## config.mk

```make
export PLATFORM = sky130hd
export DESIGN_NAME = shadow_ctx_sequencer
export DESIGN_NICKNAME = d
export VERILOG_FILES = /design/src/rtl/shadow_pkg.sv /design/src/rtl/shadow_ctx_sequencer.sv
export SDC_FILE = /design/constraint.sdc
export NUM_CORES = 1
export LEC_CHECK = 0
export BUFFER_PORTS_ARGS = -buffer_cell sky130_fd_sc_hd__buf_4
export CAP_MARGIN = 5
export CORE_AREA = 3 3 110 112
export DETAILED_ROUTE_END_ITERATION = 10
export DIE_AREA = 0 0 113 115
export SETUP_SLACK_MARGIN = 0.02
export SYNTH_ARGS = -nofsm -noshare
export SYNTH_HDL_FRONTEND = slang
export SYNTH_SLANG_ARGS = --single-unit
```

## constraint.sdc

```tcl
create_clock -name clk -period 2.36 [get_ports clk]
set_clock_uncertainty 0.1 [all_clocks]
set_input_delay 0.472 -clock clk [delete_from_list [all_inputs] [get_ports clk]]
set_output_delay 0.472 -clock clk [all_outputs]
set_load 0.03 [all_outputs]
```

## src/rtl/shadow_pkg.sv

```systemverilog
// Shared types for the shadow context sequencer: FSM state encoding and the
// first register index that takes part in a copy.
package shadow_pkg;

  typedef enum logic [1:0] {
    S_IDLE    = 2'd0,
    S_SAVE    = 2'd1,
    S_RESTORE = 2'd2,
    S_DONE    = 2'd3
  } state_t;

  // x0 is hardwired in the main register file, so copies start at register 1.
  localparam int unsigned FIRST_IDX = 1;

endpackage

```

## src/rtl/shadow_ctx_sequencer.sv

```systemverilog
// Copies the main register file into the shadow bank on interrupt entry and
// back on return, one register per cycle, stalling the pipeline meanwhile.
module shadow_ctx_sequencer
  import shadow_pkg::*;
#(
  parameter int REG_NUM    = 32,
  parameter int DATA_WIDTH = 64
) (
  input  logic                       clk,
  input  logic                       reset,
  input  logic                       save_req,
  input  logic                       restore_req,
  output logic                       busy,
  output logic                       done,
  output logic                       err,
  output logic                       shadow_valid,
  output logic [$clog2(REG_NUM)-1:0] rf_rd_addr,
  input  logic [DATA_WIDTH-1:0]      rf_rd_data,
  output logic [$clog2(REG_NUM)-1:0] rf_wr_addr,
  output logic [DATA_WIDTH-1:0]      rf_wr_data,
  output logic                       rf_wr_en,
  output logic [$clog2(REG_NUM)-1:0] sh_write_addr,
  output logic [DATA_WIDTH-1:0]      sh_data_in,
  output logic                       sh_write_en,
  output logic [$clog2(REG_NUM)-1:0] sh_read_addr,
  input  logic [DATA_WIDTH-1:0]      sh_data_out
);

  localparam int AW = $clog2(REG_NUM);
  localparam logic [AW-1:0] IDX_FIRST = AW'(FIRST_IDX);
  localparam logic [AW-1:0] IDX_LAST  = AW'(REG_NUM - 1);

  state_t        state;
  logic [AW-1:0] idx;
  logic          op_save;

  // Control FSM; op_save remembers which copy is finishing so DONE can
  // update shadow_valid on its way back to IDLE.
  always_ff @(posedge clk or posedge reset) begin
    if (reset) begin
      state        <= S_IDLE;
      idx          <= '0;
      op_save      <= 1'b0;
      shadow_valid <= 1'b0;
      err          <= 1'b0;
    end else begin
      err <= 1'b0;
      case (state)
        S_IDLE: begin
          if (save_req) begin
            state   <= S_SAVE;
            idx     <= IDX_FIRST;
            op_save <= 1'b1;
          end else if (restore_req) begin
            if (shadow_valid) begin
              state   <= S_RESTORE;
              idx     <= IDX_FIRST;
              op_save <= 1'b0;
            end else begin
              err <= 1'b1;
            end
          end
        end
        S_SAVE, S_RESTORE: begin
          if (idx == IDX_LAST) begin
            state <= S_DONE;
            idx   <= '0;
          end else begin
            idx <= idx + AW'(1);
          end
        end
        S_DONE: begin
          state        <= S_IDLE;
          shadow_valid <= op_save;
        end
        default: begin
          state <= S_IDLE;
          idx   <= '0;
        end
      endcase
    end
  end

  logic in_save;
  logic in_restore;

  // Datapath steering is a pure decode of state and idx; requests never
  // reach the outputs combinationally.
  always_comb begin
    in_save    = (state == S_SAVE);
    in_restore = (state == S_RESTORE);

    busy = (state != S_IDLE);
    done = (state == S_DONE);

    rf_rd_addr    = in_save ? idx : '0;
    sh_write_addr = in_save ? idx : '0;
    sh_data_in    = in_save ? rf_rd_data : '0;
    sh_write_en   = in_save;

    sh_read_addr = in_restore ? idx : '0;
    rf_wr_addr   = in_restore ? idx : '0;
    rf_wr_data   = in_restore ? sh_data_out : '0;
    rf_wr_en     = in_restore;
  end

  // x0 must never be addressed while a copy is running.
  assert property (@(posedge clk) disable iff (reset)
    (state == S_SAVE || state == S_RESTORE) |-> (idx != '0));

endmodule

```

Word-level counts from Yosys, hierarchy flattened
Index checks and enable logic that the tools add are counted.
Storage, ports and cells
  register bits after elaboration: 10
  bits in latches: 0
  bits in writable memories: 0
  ROM bits: 0
  word-level logic and storage cells: 43
  memories kept: 0
Operators by class
  $add $sub $neg: 1
  multiply operators: 0
  divide/modulo/power cells: 0
  magnitude comparators: 0
  equal/unequal tests: 7
  shift operators: 0
  multiplexer cells: 21
  bitwise operators: 0
  reductions and logical operators: 9
Operators with widths (count)
  $mux W64: 2
  $mux W5: 6
  $pmux W5 S2: 1
  $reduce_and A3 Y1: 3
  $mux W2: 4
  $reduce_bool A2 Y1: 4
  $mux W1: 7
  $ne A3 B3 Y1 const B: 2
  $pmux W2 S3: 1
  $add A5 B1 Y5 const B: 1
  $eq A5 B5 Y1 const B: 1
  $eq A2 B2 Y1 const B: 2
  $eq A2 B1 Y1 const B: 1
  $logic_not A2 Y1: 1
  $ne A2 B2 Y1 const B: 1
  $reduce_or A2 Y1: 1

Depth between registers and ports, before layout
  word-level depth: 4
  depth in mapped cells: 7
  mapped depth without buffers: 7

Worst setup path after synthesis
OpenSTA, ideal clock, no wires.
  path kind: reg2out
  start point: reg state[1]
  end point: out sh_write_addr[4]
  data arrival time: 1.832 ns
  required time: 1.788 ns
  setup slack: -0.044 ns
  stages on the path, launching flop included: 7
  path buffers: 3
  cells stage by stage: dfrtp_1 -> inv_1 -> ha_1 -> clkbuf_1 -> buf_2 -> and2_1 -> buf_4
Between the ends
  word-level cells in the longest chain between the ends: 2
Ends and longest elaborated chain
  start: declaration: line shadow_ctx_sequencer.sv:33  | state_t state;
  start signal: assignment: line shadow_ctx_sequencer.sv:41  | state <= S_IDLE;
  start signal: assignment: line shadow_ctx_sequencer.sv:51  | state <= S_SAVE;
  start signal: assignment: line shadow_ctx_sequencer.sv:56  | state <= S_RESTORE;
  $eq A2 B1 Y1: line shadow_ctx_sequencer.sv:90  | in_save = (state == S_SAVE);
  via sh_write_en: line shadow_ctx_sequencer.sv:24  | output logic sh_write_en,
  $mux W5
  end: declaration: line shadow_ctx_sequencer.sv:22  | output logic [$clog2(REG_NUM)-1:0] sh_write_addr,
The timed path passes the listed nets, and every way through them passes these cells.

Worst setup path after layout
  start point: reg state[1]
  end point: out sh_data_in[45]
Between the ends
  word-level cells in the longest chain between the ends: 2
Ends and longest elaborated chain
  $eq A2 B1 Y1: line shadow_ctx_sequencer.sv:90
  $mux W64: line shadow_ctx_sequencer.sv:98  | sh_data_in = in_save ? rf_rd_data : '0;
  end: declaration: line shadow_ctx_sequencer.sv:23  | output logic [DATA_WIDTH-1:0] sh_data_in,
No other way between the ends.

==> key figures <==
Die
  • Io pins: between 200 and 300
  • Full die area: approximately 0.013 mm^2
  • Die X: about 110 um
  • FP Rows: 39
  • Core area: about 0.011 mm^2
  • Die Y: between 100 and 150 um
  • Initial cell density of the core: 13.87%

STA
  • Max Slew Vio Count: 0
  • Final Cycle Share: a little over 90%
  • Relative slew slack: ~73%
  • Final-report setup violation count: 0
  • TNS Setup: 0 ns
  • Worst slew pin tran: a little over 0.4 ns
  • Period minus WS final: approximately 2.2 ns
  • Fmax: about 460 MHz
  • Hold Violations, Final: 0
  • Unrepaired setup endpoints after global routing: no

CTS
  • Max H-tree Level: 1
  • Total clock sinks: 10
  • Num CTS Buffers: 3
  • # hold bufs at CTS: 0
  • Max Root-Sink Buffers: 2
  • Post-CTS resize count: 0
  • CTS tree: yes
  • Skew-Pair Late Insertion Delay: around 0.23 ns
  • Root Buffer: clkbuf_16
  • Setup Fix Bufs, Post-CTS: 0
  • Clock-pin slew on the worst setup and hold paths: approximately 0.040 ns

Power and ir drop
  • Pint: between 1.5 and 2 mW
  • Power per cell area: 1124 mW/mm^2
  • Psw: around 2.4 mW
  • Sw Ratio: 55.76%
  • Sequential share of power: under 10%
  • Clk pwr share: roughly 6.6%
  • Gate power share: between 80 and 90%
  • Static Leak: ~2.2 nW
  • VDD IR max: around 0.64 mV

Placement
  • GPL Wtd Cong: 0.8906
  • Hpwl dp: 8.290 mm
  • Port buffer count: around 290

Detailed routing
  • Routed Antenna Nets: 0
  • First-pass iteration count of the detailed router: 4
  • Starting DRT DRC Count: 81
  • Vias per cell: ~3.8
  • Average wire per standard cell: 14.92 um
  • Final WL: between 9 and 10 mm
  • Vias: ~2.4k
  • DRC: 0

Final layout
  • Layout area overhead: 147.0%
  • Register Area: ~250 um^2
  • Finished Core Util: about a third
  • Final Net Count: a little over 600
  • Ant. Diodes: 0
  • Share of cells above drive strength 1: 62.37%
  • Fill count: between 1k and 1.5k
  • Multi-input logic area: around 0.0012 mm^2

Critical path
  • Delay of the slowest critical-path stage: 0.40 ns
  • Worst-path cell chain: inv_1 > ha_2 > buf_12 > and2_1 > buf_4
  • Path depth of the worst reg2reg path: 6
  • Critical Path RT: approximately 1.8 ns
  • Critical path class: reg2out
  • Crit Path Max Fanout: 65
  • Slowest cell on crit path: dfrtp_1
  • Worst reg2reg path endpoint: idx[3]
  • CP Launch Type: flip-flop
  • Critical Path AT: 1.59 ns
  • Crit path capture type: primary output
  • Worst r2r src: idx[0]
  • R2R Setup Slk: 0.47 ns
  • Crit path to: sh_data_in[45]
  • CP startpoint: state[1]

Global route
  • Initial antenna violation count: 0
  • Number of global-route vias before repair: 2,275
  • GR Overflow Total: 0
  • Gr usage total: between 10% and 20%
  • Wire length of the first global-routing pass: between 10 and 15 mm
  • Largest net degree at the start of global routing: around 70

Job
  • Max Cap Violations: 0

Logic synthesis
  • Mapped Nets: approximately 350
  • Mapped Cells: 215
  • Sequential fraction of the synthesis area: between 15 and 20%
  • Post-Syn Area: roughly 0.0016 mm^2
  • Synthesis Warnings: 0
  • FF+latch count, synth: 10
  • Avg Cell Area, Syn: around 7.3 um^2
  • Synth cell types: 28

Status
  • Run status: complete, no violations

Min path
  • HP Class: in2async
## worst min-delay path by stage
stage / start / to / cells after the start
6_report: reset / err / 2
5_1_grt: reset / op_save / 2
4_1_cts: reset / err / 2
3_5_place_dp: reset / op_save / 2
3_3_place_gp: op_save / op_save / 2
2_1_floorplan: reset / err / 1
## cells in the mapped netlist
| cell | number | area, um^2 |
|---|---|---|
| a21o_1 | 1 | 7.510 |
| nand3_1 | 2 | 10.01 |
| nor4b_1 | 1 | 8.760 |
| mux2_4 | 1 | 15.01 |
| o21ai_2 | 1 | 8.760 |
| and2_1 | 138 | 863.3 |
| a211oi_1 | 1 | 7.510 |
| clkbuf_1 | 12 | 45.04 |
| o21ai_1 | 1 | 5.000 |
| buf_2 | 2 | 10.01 |
| buf_4 | 10 | 75.07 |
| nand2_1 | 5 | 18.77 |
| ha_1 | 6 | 75.07 |
| nor3_1 | 1 | 5.000 |
| and4b_1 | 1 | 10.01 |
| a22oi_2 | 1 | 12.51 |
| nand2b_2 | 1 | 8.760 |
| a32o_2 | 2 | 22.52 |
| o2bb2ai_1 | 1 | 8.760 |
| inv_1 | 6 | 22.52 |
| a211o_1 | 1 | 8.760 |
| nor2b_1 | 2 | 12.51 |
| a21oi_1 | 4 | 20.02 |
| nand3_4 | 1 | 17.52 |
| dfrtp_1 | 10 | 250.2 |
| and3_1 | 1 | 6.260 |
| nor2_1 | 1 | 3.750 |
| mux2_2 | 1 | 11.26 |
## flip-flops by register name, indices dropped and copies added (netlist names)
register,count
err,1
idx,5
op_save,1
shadow_valid,1
state,2
## cell families after synthesis
logic type               count (synthesis)  share of synthesized area, %
AND/OR/NAND/NOR                        154                         61.43
buffers and inverters                   30                         9.721
AO/OA/AOI/OAI                           13                         6.454
flip-flops                              10                         15.94
adder cells (fa/ha/maj)                  6                         4.781
multiplexers                             2                         1.673
## worst max-delay path: cells and delay by family (launching register included)
kind                       cells  cell delay, ns
DFF                            1            0.40
adders and majority gates      1            0.25
and+or+nand+nor                1            0.19
buffers and inverters          3            0.50
## per-stage QoR
stage | std cells | hold slack [ns] | setup WS [ns] | power, mW | instance area, um^2
after floorplan | 215 | 0.2122 | 0.06489 | 2.703 | 1573
after global placement | 621 | 0.3690 | 0.4759 | 4.082 | 3804
after detailed placement | 621 | 0.3925 | 0.4426 | 4.108 | 3804
after CTS | 624 | 0.1433 | 0.1821 | 4.415 | 3879
after global routing | 624 | 0.1585 | 0.07843 | 4.645 | 3879
final | 624 | 0.1317 | 0.2006 | 4.362 | 3879
## cell usage in the layout, fill, tap and decap left out, types with 2 or more instances in the layout
master	n
nand2_1	5
nand3_1	2
buf_12	2
a32o_2	2
a21oi_1	4
inv_1	6
and2_1	138
nor2b_1	2
buf_4	285
clkbuf_16	3
ha_2	2
ha_1	4
dfrtp_1	10
## layout make-up
class | instances | area share (%)
clock buffers | 3 | 1.935
inverters | 6 | 0.5806
multi-input cells | 175 | 30.23
flip-flops and latches | 10 | 6.452
well taps | 143 | 4.613
repair buffers | 287 | 56.19
## power groups by stage
stage                     registers (mW)  clock network, mW  logic (mW)
final                              0.319              0.290        3.75
after global routing               0.335              0.312        4.00
after CTS                          0.321              0.298        3.80
after detailed placement           0.322                  0        3.79
after global placement             0.319                  0        3.76
after floorplan                    0.321                  0        2.38
## routing by layer
layer | track usage, % | routed length [um] | vias up | share of wire (%)
li1 | - | - | 1187 | -
met1 | 15.95 | 3596 | 1073 | 39
met2 | 21.68 | 4900 | 106 | 53
met3 | 2.316 | 676 | 10 | 7.3
met4 | 2.644 | 133 | 0 | 1.4
met5 | 0 | 0 | - | 0
Note: power is estimated with default switching activity, not from simulation.
